`src/rtl/seven_seg_pkg.sv`:
```
// Shared constants, scan state encoding and the digit-code to segment decode
// for the seven-segment display driver.
package seven_seg_pkg;

    localparam logic [3:0] CODE_MINUS = 4'hA;
    localparam logic [3:0] CODE_BLANK = 4'hF;
    localparam logic [7:0] SEG_BLANK  = 8'hFF;

    typedef enum logic [1:0] {
        ST_IDLE  = 2'd0,
        ST_BLANK = 2'd1,
        ST_SHOW  = 2'd2
    } scan_state_e;

    // Active-low segments {a,b,c,d,e,f,g}; codes B..F render blank.
    function automatic logic [6:0] seg_decode(input logic [3:0] code);
        logic [6:0] s;
        case (code)
            4'h0:       s = 7'b0000001;
            4'h1:       s = 7'b1001111;
            4'h2:       s = 7'b0010010;
            4'h3:       s = 7'b0000110;
            4'h4:       s = 7'b1001100;
            4'h5:       s = 7'b0100100;
            4'h6:       s = 7'b0100000;
            4'h7:       s = 7'b0001111;
            4'h8:       s = 7'b0000000;
            4'h9:       s = 7'b0000100;
            CODE_MINUS: s = 7'b1111110;
            default:    s = 7'b1111111;
        endcase
        return s;
    endfunction

endpackage

```
`src/rtl/seven_seg_decode.sv`:
```
// Combinational single-digit decoder: 4-bit code to active-low segments a..g.
module seven_seg_decode
    import seven_seg_pkg::*;
(
    input  logic [3:0] i_code,
    output logic [6:0] o_seg_c
);

    assign o_seg_c = seg_decode(i_code);

endmodule

```
`src/rtl/seven_seg_scan.sv`:
```
// Time-multiplexed N-digit common-anode seven-segment driver with anti-ghost
// blank gap, per-frame input snapshot and optional leading-zero suppression.
module seven_seg_scan
    import seven_seg_pkg::*;
#(
    parameter int unsigned NUM_DIGITS  = 4,
    parameter int unsigned REFRESH_DIV = 100000,
    parameter int unsigned BLANK_CYC   = 1000
) (
    input  logic                    clk,
    input  logic                    rst,
    input  logic                    en,
    input  logic                    lz_blank,
    input  logic [4*NUM_DIGITS-1:0] digits,
    input  logic [NUM_DIGITS-1:0]   dots,
    output logic [7:0]              seg,
    output logic [NUM_DIGITS-1:0]   an,
    output logic                    frame_tick
);

    localparam int unsigned IDX_W = (NUM_DIGITS > 1) ? $clog2(NUM_DIGITS) : 1;
    localparam int unsigned DIV_W = $clog2(REFRESH_DIV);
    localparam int unsigned DIG_W = 4 * NUM_DIGITS;

    localparam logic [IDX_W-1:0]      IDX_LAST   = IDX_W'(NUM_DIGITS - 1);
    localparam logic [DIV_W-1:0]      DIV_LAST   = DIV_W'(REFRESH_DIV - 1);
    localparam logic [DIV_W-1:0]      BLANK_LAST = DIV_W'((BLANK_CYC > 0) ? BLANK_CYC - 1 : 0);
    localparam logic [NUM_DIGITS-1:0] AN_ONE     = NUM_DIGITS'(1);
    localparam scan_state_e           SLOT_FIRST = (BLANK_CYC > 0) ? ST_BLANK : ST_SHOW;

    scan_state_e           r_state;
    logic [IDX_W-1:0]      r_idx;
    logic [DIV_W-1:0]      r_div;
    logic [DIG_W-1:0]      r_digits_snap;
    logic [NUM_DIGITS-1:0] r_dots_snap;
    logic [7:0]            r_seg;
    logic [NUM_DIGITS-1:0] r_an;
    logic                  r_tick;

    scan_state_e           w_state_nxt;
    logic [IDX_W-1:0]      w_idx_nxt;
    logic [DIV_W-1:0]      w_div_nxt;
    logic                  w_take;
    logic [DIG_W-1:0]      w_digits_nxt;
    logic [NUM_DIGITS-1:0] w_dots_nxt;
    logic [NUM_DIGITS-1:0] w_supp;
    logic                  w_lead;
    logic [3:0]            w_code;
    logic                  w_dp;
    logic [6:0]            w_seg7;
    logic [7:0]            w_seg_nxt;
    logic [NUM_DIGITS-1:0] w_an_nxt;

    // Slot sequencing: divider runs across the whole slot, blank gap first.
    always_comb begin
        w_state_nxt = r_state;
        w_idx_nxt   = r_idx;
        w_div_nxt   = r_div;
        w_take      = 1'b0;
        if (!en) begin
            w_state_nxt = ST_IDLE;
            w_idx_nxt   = '0;
            w_div_nxt   = '0;
        end else begin
            case (r_state)
                ST_IDLE: begin
                    w_state_nxt = SLOT_FIRST;
                    w_idx_nxt   = '0;
                    w_div_nxt   = '0;
                    w_take      = 1'b1;
                end
                ST_BLANK: begin
                    w_div_nxt = r_div + DIV_W'(1);
                    if (r_div == BLANK_LAST) begin
                        w_state_nxt = ST_SHOW;
                    end
                end
                ST_SHOW: begin
                    if (r_div == DIV_LAST) begin
                        w_div_nxt   = '0;
                        w_state_nxt = SLOT_FIRST;
                        if (r_idx == IDX_LAST) begin
                            w_idx_nxt = '0;
                            w_take    = 1'b1;
                        end else begin
                            w_idx_nxt = r_idx + IDX_W'(1);
                        end
                    end else begin
                        w_div_nxt = r_div + DIV_W'(1);
                    end
                end
                default: begin
                    w_state_nxt = ST_IDLE;
                    w_idx_nxt   = '0;
                    w_div_nxt   = '0;
                end
            endcase
        end
    end

    // Digit selection from the next-cycle snapshot so outputs switch on the slot edge.
    always_comb begin
        w_digits_nxt = w_take ? digits : r_digits_snap;
        w_dots_nxt   = w_take ? dots   : r_dots_snap;
        w_supp       = '0;
        w_lead       = lz_blank;
        // Zeros above the first visible code (1..9, minus) are blanked; codes B..F keep scanning.
        for (int i = NUM_DIGITS - 1; i >= 1; i--) begin
            if (w_digits_nxt[4*i +: 4] == 4'h0) begin
                w_supp[i] = w_lead;
            end else if (w_digits_nxt[4*i +: 4] <= CODE_MINUS) begin
                w_lead = 1'b0;
            end
        end
        w_code = CODE_BLANK;
        w_dp   = 1'b0;
        for (int i = 0; i < NUM_DIGITS; i++) begin
            if (w_idx_nxt == IDX_W'(i)) begin
                w_code = w_supp[i] ? CODE_BLANK : w_digits_nxt[4*i +: 4];
                w_dp   = w_dots_nxt[i];
            end
        end
    end

    seven_seg_decode u_decode (
        .i_code  (w_code),
        .o_seg_c (w_seg7)
    );

    always_comb begin
        w_an_nxt  = '1;
        w_seg_nxt = SEG_BLANK;
        if (w_state_nxt == ST_SHOW) begin
            w_an_nxt  = ~(AN_ONE << w_idx_nxt);
            w_seg_nxt = {~w_dp, w_seg7};
        end
    end

    always_ff @(posedge clk or negedge rst) begin
        if (!rst) begin
            r_state       <= ST_IDLE;
            r_idx         <= '0;
            r_div         <= '0;
            r_digits_snap <= '0;
            r_dots_snap   <= '0;
            r_seg         <= SEG_BLANK;
            r_an          <= '1;
            r_tick        <= 1'b0;
        end else begin
            r_state <= w_state_nxt;
            r_idx   <= w_idx_nxt;
            r_div   <= w_div_nxt;
            if (w_take) begin
                r_digits_snap <= digits;
                r_dots_snap   <= dots;
            end
            r_seg  <= w_seg_nxt;
            r_an   <= w_an_nxt;
            r_tick <= w_take;
        end
    end

    assign seg        = r_seg;
    assign an         = r_an;
    assign frame_tick = r_tick;

endmodule

```
`config.mk`:
```
export PLATFORM = sky130hd
export DESIGN_NAME = seven_seg_scan
export DESIGN_NICKNAME = d
export VERILOG_FILES = /design/src/rtl/seven_seg_pkg.sv /design/src/rtl/seven_seg_decode.sv /design/src/rtl/seven_seg_scan.sv
export SDC_FILE = /design/constraint.sdc
export NUM_CORES = 1
export LEC_CHECK = 0
export ABC_AREA = 1
export CORE_AREA = 5 5 152 81
export DETAILED_ROUTE_END_ITERATION = 16
export DIE_AREA = 0 0 157 86
export PLACE_DENSITY = 0.49
export SKIP_LAST_GASP = 1
export SLEW_MARGIN = 5
export SYNTH_ARGS = -nofsm -noshare
export SYNTH_HDL_FRONTEND = slang
export SYNTH_SLANG_ARGS = --single-unit
```
`constraint.sdc`:
```
create_clock -name clk -period 3.7 [get_ports clk]
set_input_delay 0.925 -clock clk [delete_from_list [all_inputs] [get_ports clk]]
set_output_delay 0.925 -clock clk [all_outputs]
set_load 0.02 [all_outputs]
```
Yosys cells after proc, flatten, opt, wreduce, memory -nomap -nowiden
Memories as Yosys holds them, arrays and structs flattened.
Cells that the tools add are included.
- bits in registers: 54
- ROM bits: 112
- input port bits: 24
- output and inout port bits: 13
- word-level logic and storage cells: 67
- memories kept: 1
- add/sub/neg operators: 2
- $lt $le $gt $ge: 2
- eq/ne operators: 9
- shifts and indexed selects: 1
- mux-type cells: 37
- bitwise logic cells: 2
- reduce and logical (&&, ||, !) cells: 5
- memory list (memory ; depth ; bits a word ; rd ports ; clocked after Yosys merged registers in ; wr ports ; line ; RTL):
    (no name shown) ; 16 ; 7 ; 1 ; 0 ; 0 ; seven_seg_pkg.sv:18 ; case (code)
- operator list (cell ; number):
    $mux 4 ; 9
    $mux 17 ; 2
    $pmux 17 s2 ; 1
    $add 17x1->17 const B ; 1
    $eq 17x10->1 const B ; 1
    $eq 17x17->1 const B ; 1
    $mux 16 ; 1
    $mux 1 ; 14
    $logic_not 4->1 ; 3
    $mux 2 ; 6
    $eq 2x2->1 const B ; 5
    $le 4x4->1 const B ; 2
    $mux 8 ; 1
    $pmux 2 s3 ; 1
    $eq 2x1->1 const B ; 2
    $logic_not 2->1 ; 2
    $not 4->4 ; 1
    $pmux 2 s2 ; 1
    $shl 1x2->4 const A ; 1
    $add 2x1->2 const B ; 1
    $pmux 1 s2 ; 1
    $not 1->1 ; 1

Longest topological paths before layout
Gate-level depths: netlist of the first run.
An unclocked memory read counts as a cell.
- depth in word-level cells: 18
- depth in mapped cells: 25
- gate-level depth less buffers: 24

Hierarchy
A second synthesis of the first run with hierarchy kept.
- cell total of the unflattened synthesis: 401
- area total of the unflattened synthesis: 3051.7 µm²
- modules (own cells, without submodules) (module ; instances ; cells each ; area an instance (µm²) ; seq. area each (µm²)):
    seven_seg_scan ; 1 ; 365 ; 2859.0 ; 1366.3
    seven_seg_decode ; 1 ; 36 ; 192.7 ; 0.0

Least setup slack after synthesis of the first run
OpenSTA, ideal clock, no wires.
- kind: register to register
- from: register r_state[0]
- to: register r_seg[3] (netlist: seg[3])
- library setup time: 0.085 ns
- arrival: 2.472 ns
- required time: 3.615 ns
- setup slack: 1.143 ns
- stages on the path, launching flop included: 22
- buffers on the path: 1
- period minus slack after synthesis: 2.557 ns
- path through: dfrtp_1 > inv_1 > ha_1 > nand2_1 > clkinv_1 > nand4_1 > nand2_2 > nand2_4 > buf_2 > o21ai_2 > nand3_2 > nor2_4 > nand3_4 > nand2_1 > nand2_1 > nand2_1 > nand2_1 > ha_1 > inv_1 > nand2_1 > nand3_1 > nand3_1
- cells in the longest elaborated chain, start to end: 16
- elaborated cells between the ends (all ways): 38
- classes of those cells: order compare (2); eq/ne (6); mux (24); reduce/logical (5); memory (1)
- ends and longest elaborated chain (item ; line ; RTL):
    start, declared ; seven_seg_scan.sv:31 ; scan_state_e r_state;
    start signal, assigned ; seven_seg_scan.sv:150 ; r_state <= w_state_nxt;
    $eq 2x2->1 or $logic_not 2->1 (tied branches) ; seven_seg_scan.sv:65 ; case (r_state)
    $pmux 1 s2 ; seven_seg_scan.sv:65 ;
    $mux 1 ; seven_seg_scan.sv:60 ; if (!en) begin
    $mux 16 ; n/a ;
    $le 4x4->1 ; seven_seg_scan.sv:111 ; end else if (w_digits_nxt[4*i +: 4] <= CODE_MINUS) begin
    $mux 1 ; seven_seg_scan.sv:111 ;
    $mux 1 ; seven_seg_scan.sv:109 ; if (w_digits_nxt[4*i +: 4] == 4'h0) begin
    $mux 1 ; seven_seg_scan.sv:111 ;
    $mux 1 (2 in a row) ; seven_seg_scan.sv:109 ;
    $mux 4 ; seven_seg_scan.sv:119 ; w_code = w_supp[i] ? CODE_BLANK : w_digits_nxt[4*i +: 4];
    $mux 4 (3 in a row) ; seven_seg_scan.sv:118 ; if (w_idx_nxt == IDX_W'(i)) begin
    $mem_v2 16x7 ; n/a ;
    $mux 8 * ; seven_seg_scan.sv:133 ; if (w_state_nxt == ST_SHOW) begin
    named net w_seg_nxt[3] ; seven_seg_scan.sv:51 ; logic [7:0] w_seg_nxt;
    end signal, assigned ; seven_seg_scan.sv:157 ; r_seg <= w_seg_nxt;
    end, declared ; seven_seg_scan.sv:36 ; logic [7:0] r_seg;
The timed path passes the listed nets; every way through them passes the cells marked *.

Final worst setup path of the first run
- from: input en
- to: register r_seg[0] (netlist: seg[0])
- elaborated cells between the ends (all ways): 30
- classes of those cells: order compare (2); eq/ne (4); mux (19); reduce/logical (4); memory (1)
- RTL lines (item ; line ; RTL):
    start, declared ; seven_seg_scan.sv:12 ; input logic en,
    $mux 2 * ; seven_seg_scan.sv:60 ;
    named net w_idx_nxt[0] ; seven_seg_scan.sv:41 ; logic [IDX_W-1:0] w_idx_nxt;
    $logic_not 2->1 ; seven_seg_scan.sv:118 ;
    $mux 4 (3 in a row) ; seven_seg_scan.sv:118 ;
    $mux 4 * ; seven_seg_scan.sv:118 ;
    $mem_v2 16x7 * ; n/a ;
    $mux 8 * ; seven_seg_scan.sv:133 ;
    named net w_seg_nxt[0] ; seven_seg_scan.sv:51 ;
Marked as above.

==> impl_results.md, run 1 <==
* Seq cells post-synth at 54
* Final GP Congestion at around 0.84
* CTS tree: done
* Layout fillers at 1137
* Pre-antenna DRT Iters at 4
* Sink Count at 54
* Die width at between 150 and 200 microns
* Unrepaired setup endpoints after global routing: false
* P_int at slightly below 0.001 W
* Crit path kind: in2reg
* Initial antenna violation count at 0
* R2R cell count at 24
* Peak supply drop at 0.000171 V
* Die Y at approximately 86 microns
* Vias per inst at 4.40
* IO Count at 37
* Status: completed
* Max-cap viol count at 0
* DRC Markers at 0
* Synth Warn # at 0
* Most frequent cells in the layout: nand2_1 (78), inv_1 (58), dfrtp_1 (42)
* Multi-input logic area at 1510 sq um
* Top post-synthesis cells by area: dfrtp_1 (33%), dfstp_2 (10%), nand2_1 (9.2%), inv_1 (6.9%), nand3_1 (5.1%)
* Vias in the first global route at 2419
* GRT Util Overall at between 10% and 20%
* Util after Layout at about 36%
* Syn avg cell area at a little over 8 sq um
* Starting Density at 29.4%
* Final setup fails at 0
* Vias at roughly 2.5k
* Clock latency at the later pin of the worst-skew pair at ~0.31 ns
* Ant diodes at 0
* Register area at approximately 1400 sq um
* Final net count at about 460
* Reg power frac at 45.4%
* Post-synthesis net count at between 400 and 500
* Core area at 10800 sq um
* Post-route clock skew at 0.00507 ns
* PD cells at ~360 nW/um^2
* Clock transition at path regs at around 0.070 ns
* Detailed-route wire length at roughly 8000 microns
* Max Clk Rate at between 300 and 400 MHz
* Worst path arrival time at 3.53 ns
* Sw Pwr at 0.000420 W
* Leakage at around 1.7 nW
* Synthesized cell area at approximately 3200 sq um
* Sequential-to-total area share from yosys stat at 43.2%
* Fin crit period at ~3.3 ns
* Area Overhead vs Synth at 21.4%
* Ys flop type: dfrtp_1
* Unique masters post-synth at 39
* HP Start: r_div[0]
* Reg-to-Reg Start: r_state[0]
* Most common cell after layout, fill and taps aside: nand2_1
* Post-CTS setup repair buffer count at 0
* Sum Neg Setup Slack at 0 ns
* Mapped Cells at ~380
* Actual slew at the worst max-slew pin at approximately 0.66 ns
* Largest net degree at the start of global routing at 39
* Max Root-Sink Buffers at 2
* Logic pwr share at between 10% and 20%
* DRT antenna net count at 0
* Max Slew Vio Count at 0
* Worst Path Max Fanout at 12
* I/O Buffers at 36
* Layout cells sized above 1 at between 20% and 30%
* Worst setup EP type: flop
* Rel. slew slack at around 55%
* Fraction of power spent switching nets at a little under a third
* Hold endpoint: r_div[0]
* WL/cell at approximately 14 microns
* Post-synth EDFFs at 0
* Initial DRC Count at 200
* Asr flop ratio synth at 100%
* Register-to-register setup slack at 0.48 ns
* Min-Delay Path Class: reg2reg
* CTS root buf: clkbuf_16
* Final period utilization at 89.0%
* Post-synth top area share at 33.2%
* Final Hold Vio Count at 0
* Area leader, netlist: dfrtp_1
* Global-route wire length before repair at 13100 microns
* Worst path required time at approximately 3.9 ns
* FP Rows at 27
* Post-DP HPWL at roughly 6200 microns
* Reg-to-Reg End: seg[0]
* Hold Path Stages at 1
* H-tree level count at 2
* Crit path launch type: input port
* CTS Buf Count at 5
* Total Die Area at approximately 14000 sq um
* Clock share of power at 36.2%
* Total global routing overflow at 0
[power by group through the flow]
stage | Clock, W | Combinational (W) | Sequential (W)
floorplan | 0 | 0.000172 | 0.000644
global placement | 0 | 0.000256 | 0.000644
detailed placement | 0 | 0.000256 | 0.000645
CTS | 0.000521 | 0.000256 | 0.000634
global route | 0.000543 | 0.000290 | 0.000637
finish | 0.000505 | 0.000256 | 0.000634
[critical path: stages]
cell	delay [ns]
clkdlybuf4s50_1	0.58
buf_4	0.24
nand2_1	0.07
inv_1	0.13
nand3_2	0.18
inv_2	0.16
nand2_2	0.11
inv_2	0.11
nand2_1	0.07
inv_1	0.07
nand3_1	0.07
nand2_1	0.17
inv_1	0.09
ha_1	0.19
inv_1	0.06
nand3_1	0.07
a21oi_1	0.16
nand2_1	0.07
[per-stage QoR]
step / instance area (sq um) / hold slack, ns / total power [W] / cells / setup slack [ns]
6_report: 3840 / 0.464 / 0.00139 / 570 / 0.406
5_1_grt: 3840 / 0.480 / 0.00147 / 570 / 0.0577
4_1_cts: 3830 / 0.466 / 0.00141 / 570 / 0.402
3_5_place_dp: 3680 / 0.454 / 0.000900 / 562 / 0.178
3_3_place_gp: 3680 / 0.453 / 0.000900 / 562 / 0.242
2_1_floorplan: 3170 / 0.433 / 0.000816 / 384 / 1.14
[cell type report]
type	instances	share of cell area, %
repair buffers	38	9.64
multi-input cells	254	39.2
clock buffers	5	3.26
flip-flops and latches	54	35.5
inverters	71	6.93
clock inverters	3	0.749
well taps	145	4.72
[sequential cells by signal, summed over array words and instances (netlist names)]
signal / flops
r_div: 17
r_idx: 2
r_dots_snap: 4
frame_tick: 1
r_digits_snap: 16
r_state: 2
an: 4
seg: 8
[worst max path at each step]
stage / from / endpoint / slack (ns) / cells after the start
after floorplan: r_state[0] / seg[3] / 1.14 / 21
after global placement: en / seg[0] / 0.24 / 18
after detailed placement: en / seg[0] / 0.18 / 18
after CTS: r_state[0] / seg[0] / 0.40 / 24
after global routing: r_state[0] / seg[6] / 0.06 / 24
final: en / seg[0] / 0.41 / 18
[synthesized netlist by cell type (2+ instances only)]
library cell	count
or2_2	3
o21ai_1	3
nor4_1	4
nand3b_1	2
nand3_1	32
buf_6	2
o21ai_0	9
nand3_4	2
buf_2	2
o21ai_2	3
nor3_1	8
nor2_1	27
a21oi_2	2
nand2_4	4
nand2_1	78
ha_1	11
clkinv_1	2
nand3_2	10
dfstp_2	12
nor2_2	6
dfrtp_1	42
inv_2	11
xor2_1	4
nor2_4	4
xnor2_1	3
nand4_1	4
nand2_2	14
inv_1	58
nand4_2	2
nor3b_1	3
a21oi_1	9
[cells by family (layout without fill, tap and decap cells)]
logic type                 after synthesis  in the layout  synth area share, %
adders and majority gates               11             11                 4.35
DFF                                     54             54                 43.2
muxes                                    1              1                0.316
AOI/OAI and AO/OA                       31             31                 6.32
xor gates and xnor gates                 7              7                 1.94
buffers and inverters                   76            117                 9.57
and+or+nand+nor                        204            204                 34.3
[what timing repair did]
item,CTS,global route
hold buffers,0,0
setup endpoints to repair,0,1
gates resized for setup,0,1
[routing by layer]
layer | share of wire (%) | track usage [%] | vias up
li1 | - | - | 1289
met1 | 61 | 21.9 | 1148
met2 | 32 | 13.5 | 64
met3 | 6.4 | 3.23 | 7
met4 | 1.0 | 3.15 | 0
met5 | 0 | 0 | -
(Power assumes the default switching activity.)
==> run 2: changes to the inputs <==
- CORE_AREA: 5 5 152 81 -> 2 2 149 78
- DIE_AREA: 0 0 157 86 -> 0 0 151 80
==> run 2 against run 1 <==
Compared with the run above:
- power fell by 0.36%
- final area is 0.36% higher
- largest cell class unchanged
- clock-buffer cell count unchanged
- flip-flop and latch count did not move
- hold slack improved by 0.00066 ns
==> impl_results.md, run 2 (synthesized netlist as in run 1, its figures left out) <==
* Util after Layout at 35.9% (+0.24 points)
* Clock transition at path regs at 0.08 ns (about the same)
* Crit-path cells: inv_1, ha_1, nand2_1, clkinv_1, nand4_1, nand2_2, nand2_4, nand2_1, nand2_1, nand2_1, nand2_1, nand2_1, nand2_4, nand3_4, nand2_1, nand2_1, nand2_1, nand2_1, inv_1, ha_1, inv_1, nand3_1, a21oi_1, nand2_1
* Fin cells at 573 (+0.53%)
* Worst path required time at 3.93 ns (about the same)
* Max reg flops at 17 (unchanged)
* Final Hold Vio Count at 0 (unchanged)
* P_int at 0.000976 W (+0.13%)
* Dpl ws at 0.222 ns (+0.0437 ns)
* Worst path slowest cell: dfrtp_1
* Actual slew at the worst max-slew pin at 0.782 ns (+0.120 ns)
* Worst setup EP type: flop
* Final net count at 462 (+0.65%)
* Sink Count at 54 (unchanged)
* H-tree level count at 2 (unchanged)
* Crit-path max cell delay at 0.42 ns (-0.16 ns)
* Most frequent CP cell: nand2_1
* Post-DP HPWL at 6060 microns (-1.8%)
* Max Slew Vio Count at 0 (unchanged)
* CTS root buf: clkbuf_16
* CTS tree: done
* Hold Buf Count CTS at 0 (unchanged)
* Fin crit period at 3.24 ns (-0.0563 ns)
* Largest net degree at the start of global routing at 35 (-10%)
* Cell total after placement at 565 (+0.53%)
* Post-CTS resize count at 0 (unchanged)
* Post-route clock skew at 0.00702 ns (+0.00195 ns)
* Vias in the first global route at 2295 (-5.1%)
* DRC Markers at 0 (unchanged)
* Reg power frac at 45.6% (+0.2 points)
* Most flops, register: r_div
* Initial antenna violation count at 0 (unchanged)
* Max Root-Sink Buffers at 2 (unchanged)
* Layout cells sized above 1 at 21.0% (+0.56 points)
* Crit path kind: reg2reg
* Rel. slew slack at 47.8% (-7.6 points)
* Clock share of power at 36.2% (about the same)
* Worst path arrival time at 3.47 ns (-0.06 ns)
* Worst Path Max Fanout at 23 (+11)
* Die Y at 80 microns (-7.0%)
* PD cells at 360 nW/um^2 (-0.72%)
* Max-cap viol count at 0 (unchanged)
* Min-Delay Path Class: reg2reg
* Peak supply drop at 0.000186 V (+8.6%)
* Hold Path Stages at 1 (unchanged)
* WL/cell at 13.4 microns (-2.5%)
* Most frequent cells in the layout: nand2_1 (78), inv_1 (58), dfrtp_1 (42)
* Total global routing overflow at 0 (unchanged)
* Starting Density at 29.5% (+0.092 points)
* Die width at 151 microns (-3.8%)
* CP Buf/Inv Count at 4 (-4)
* Logic pwr share at 18.2% (about the same)
* CTS Buf Count at 5 (unchanged)
* Total Die Area at 12100 sq um (-11%)
* Initial DRC Count at 211 (+5.5%)
* Sw Pwr at 0.000414 W (-1.5%)
* Most common cell after layout, fill and taps aside: nand2_1
* Pre-antenna DRT Iters at 6 (+2)
* GRT Util Overall at 14.0% (+1.5 points)
* Area Overhead vs Synth at 21.9%
* FP Rows at 27 (unchanged)
* Final GP Congestion at 0.868 (+3.5%)
* Status: completed
* Detailed-route wire length at 7660 microns (-2.0%)
* R2R cell count at 24 (unchanged)
* Fin Hold WS at 0.465 ns (+0.000657 ns)
* Leakage at 1.74 nW (+0.93%)
* Vias at 2464 (-1.8%)
* Final setup fails at 0 (unchanged)
* Post-CTS setup repair buffer count at 0 (unchanged)
* DRT antenna net count at 0 (unchanged)
* Vias per inst at 4.30 (-2.3%)
* Core area at 10700 sq um (-0.31%)
* IO Count at 37 (unchanged)
* Fraction of power spent switching nets at 29.8% (-0.34 points)
* Ant diodes at 0 (unchanged)
* I/O Buffers at 36 (unchanged)
* Stages on the worst setup path at 24 (+6)
* Global-route wire length before repair at 12800 microns (-2.4%)
* Unrepaired setup endpoints after global routing: false
* Final WS setup at 0.462 ns (+0.0563 ns)
* Sum Neg Setup Slack at 0 ns (unchanged)
* Clock latency at the later pin of the worst-skew pair at 0.30 ns (about the same)
* Delay-heaviest family, CP: simple AND/OR/NAND/NOR gates
* Max Clk Rate at 309 MHz (+1.7%)
* Final period utilization at 87.5% (-1.5 points)
* Crit path launch type: flop
==> run 2: cell count changes in the layout (fill, tap and decap cells not counted) <==
cell	change
buf_4	+3
nand2_4	+1
nand2_8	-1
==> run 2: per-stage QoR <==
stage / cell area [sq um] / total power [W]
after detailed placement: 3700 / 0.000899
after global placement: 3700 / 0.000901
final: 3860 / 0.00139
after floorplan: 3170 / 0.000816
after global routing: 3860 / 0.00147
after CTS: 3860 / 0.00141
==> run 2: cell type report <==
class	count	area (sq um)
clock buffers	5	125
fillers	1116	6890
well taps	145	181
inverters	71	267
clock inverters	3	28.8
multi-input cells	254	1500
flip-flops and latches	54	1370
repair buffers	41	393
==> run 2: path summary, 6_finish.rpt <==
| path | from | to | slack (ns) |
|---|---|---|---|
| min in group asynchronous | rst | r_div[14] | 0.70 |
| worst min register to register | r_div[0] | r_div[0] | 0.46 |
| worst min-delay path | r_div[0] | r_div[0] | 0.46 |
| worst max register to register | r_state[0] | seg[0] | 0.46 |
| worst max-delay path | r_state[0] | seg[0] | 0.46 |
| max in group asynchronous | rst | an[1] | 2.18 |
==> run 2: routing by layer <==
metal / GRT usage [%] / up-vias / routed length (microns)
li1: - / 1301 / -
met1: 24.4 / 1086 / 4660
met2: 15.4 / 68 / 2390
met3: 3.37 / 9 / 527
met4: 3.36 / 0 / 78
met5: 0 / - / 0
==> run 2: power by group through the flow <==
stage / registers (W) / clock network, W / logic (W)
2_1_floorplan: 0.000644 / 0 / 0.000172
3_3_place_gp: 0.000644 / 0 / 0.000257
3_5_place_dp: 0.000645 / 0 / 0.000254
4_1_cts: 0.000634 / 0.000518 / 0.000255
5_1_grt: 0.000637 / 0.000547 / 0.000290
6_report: 0.000634 / 0.000503 / 0.000253
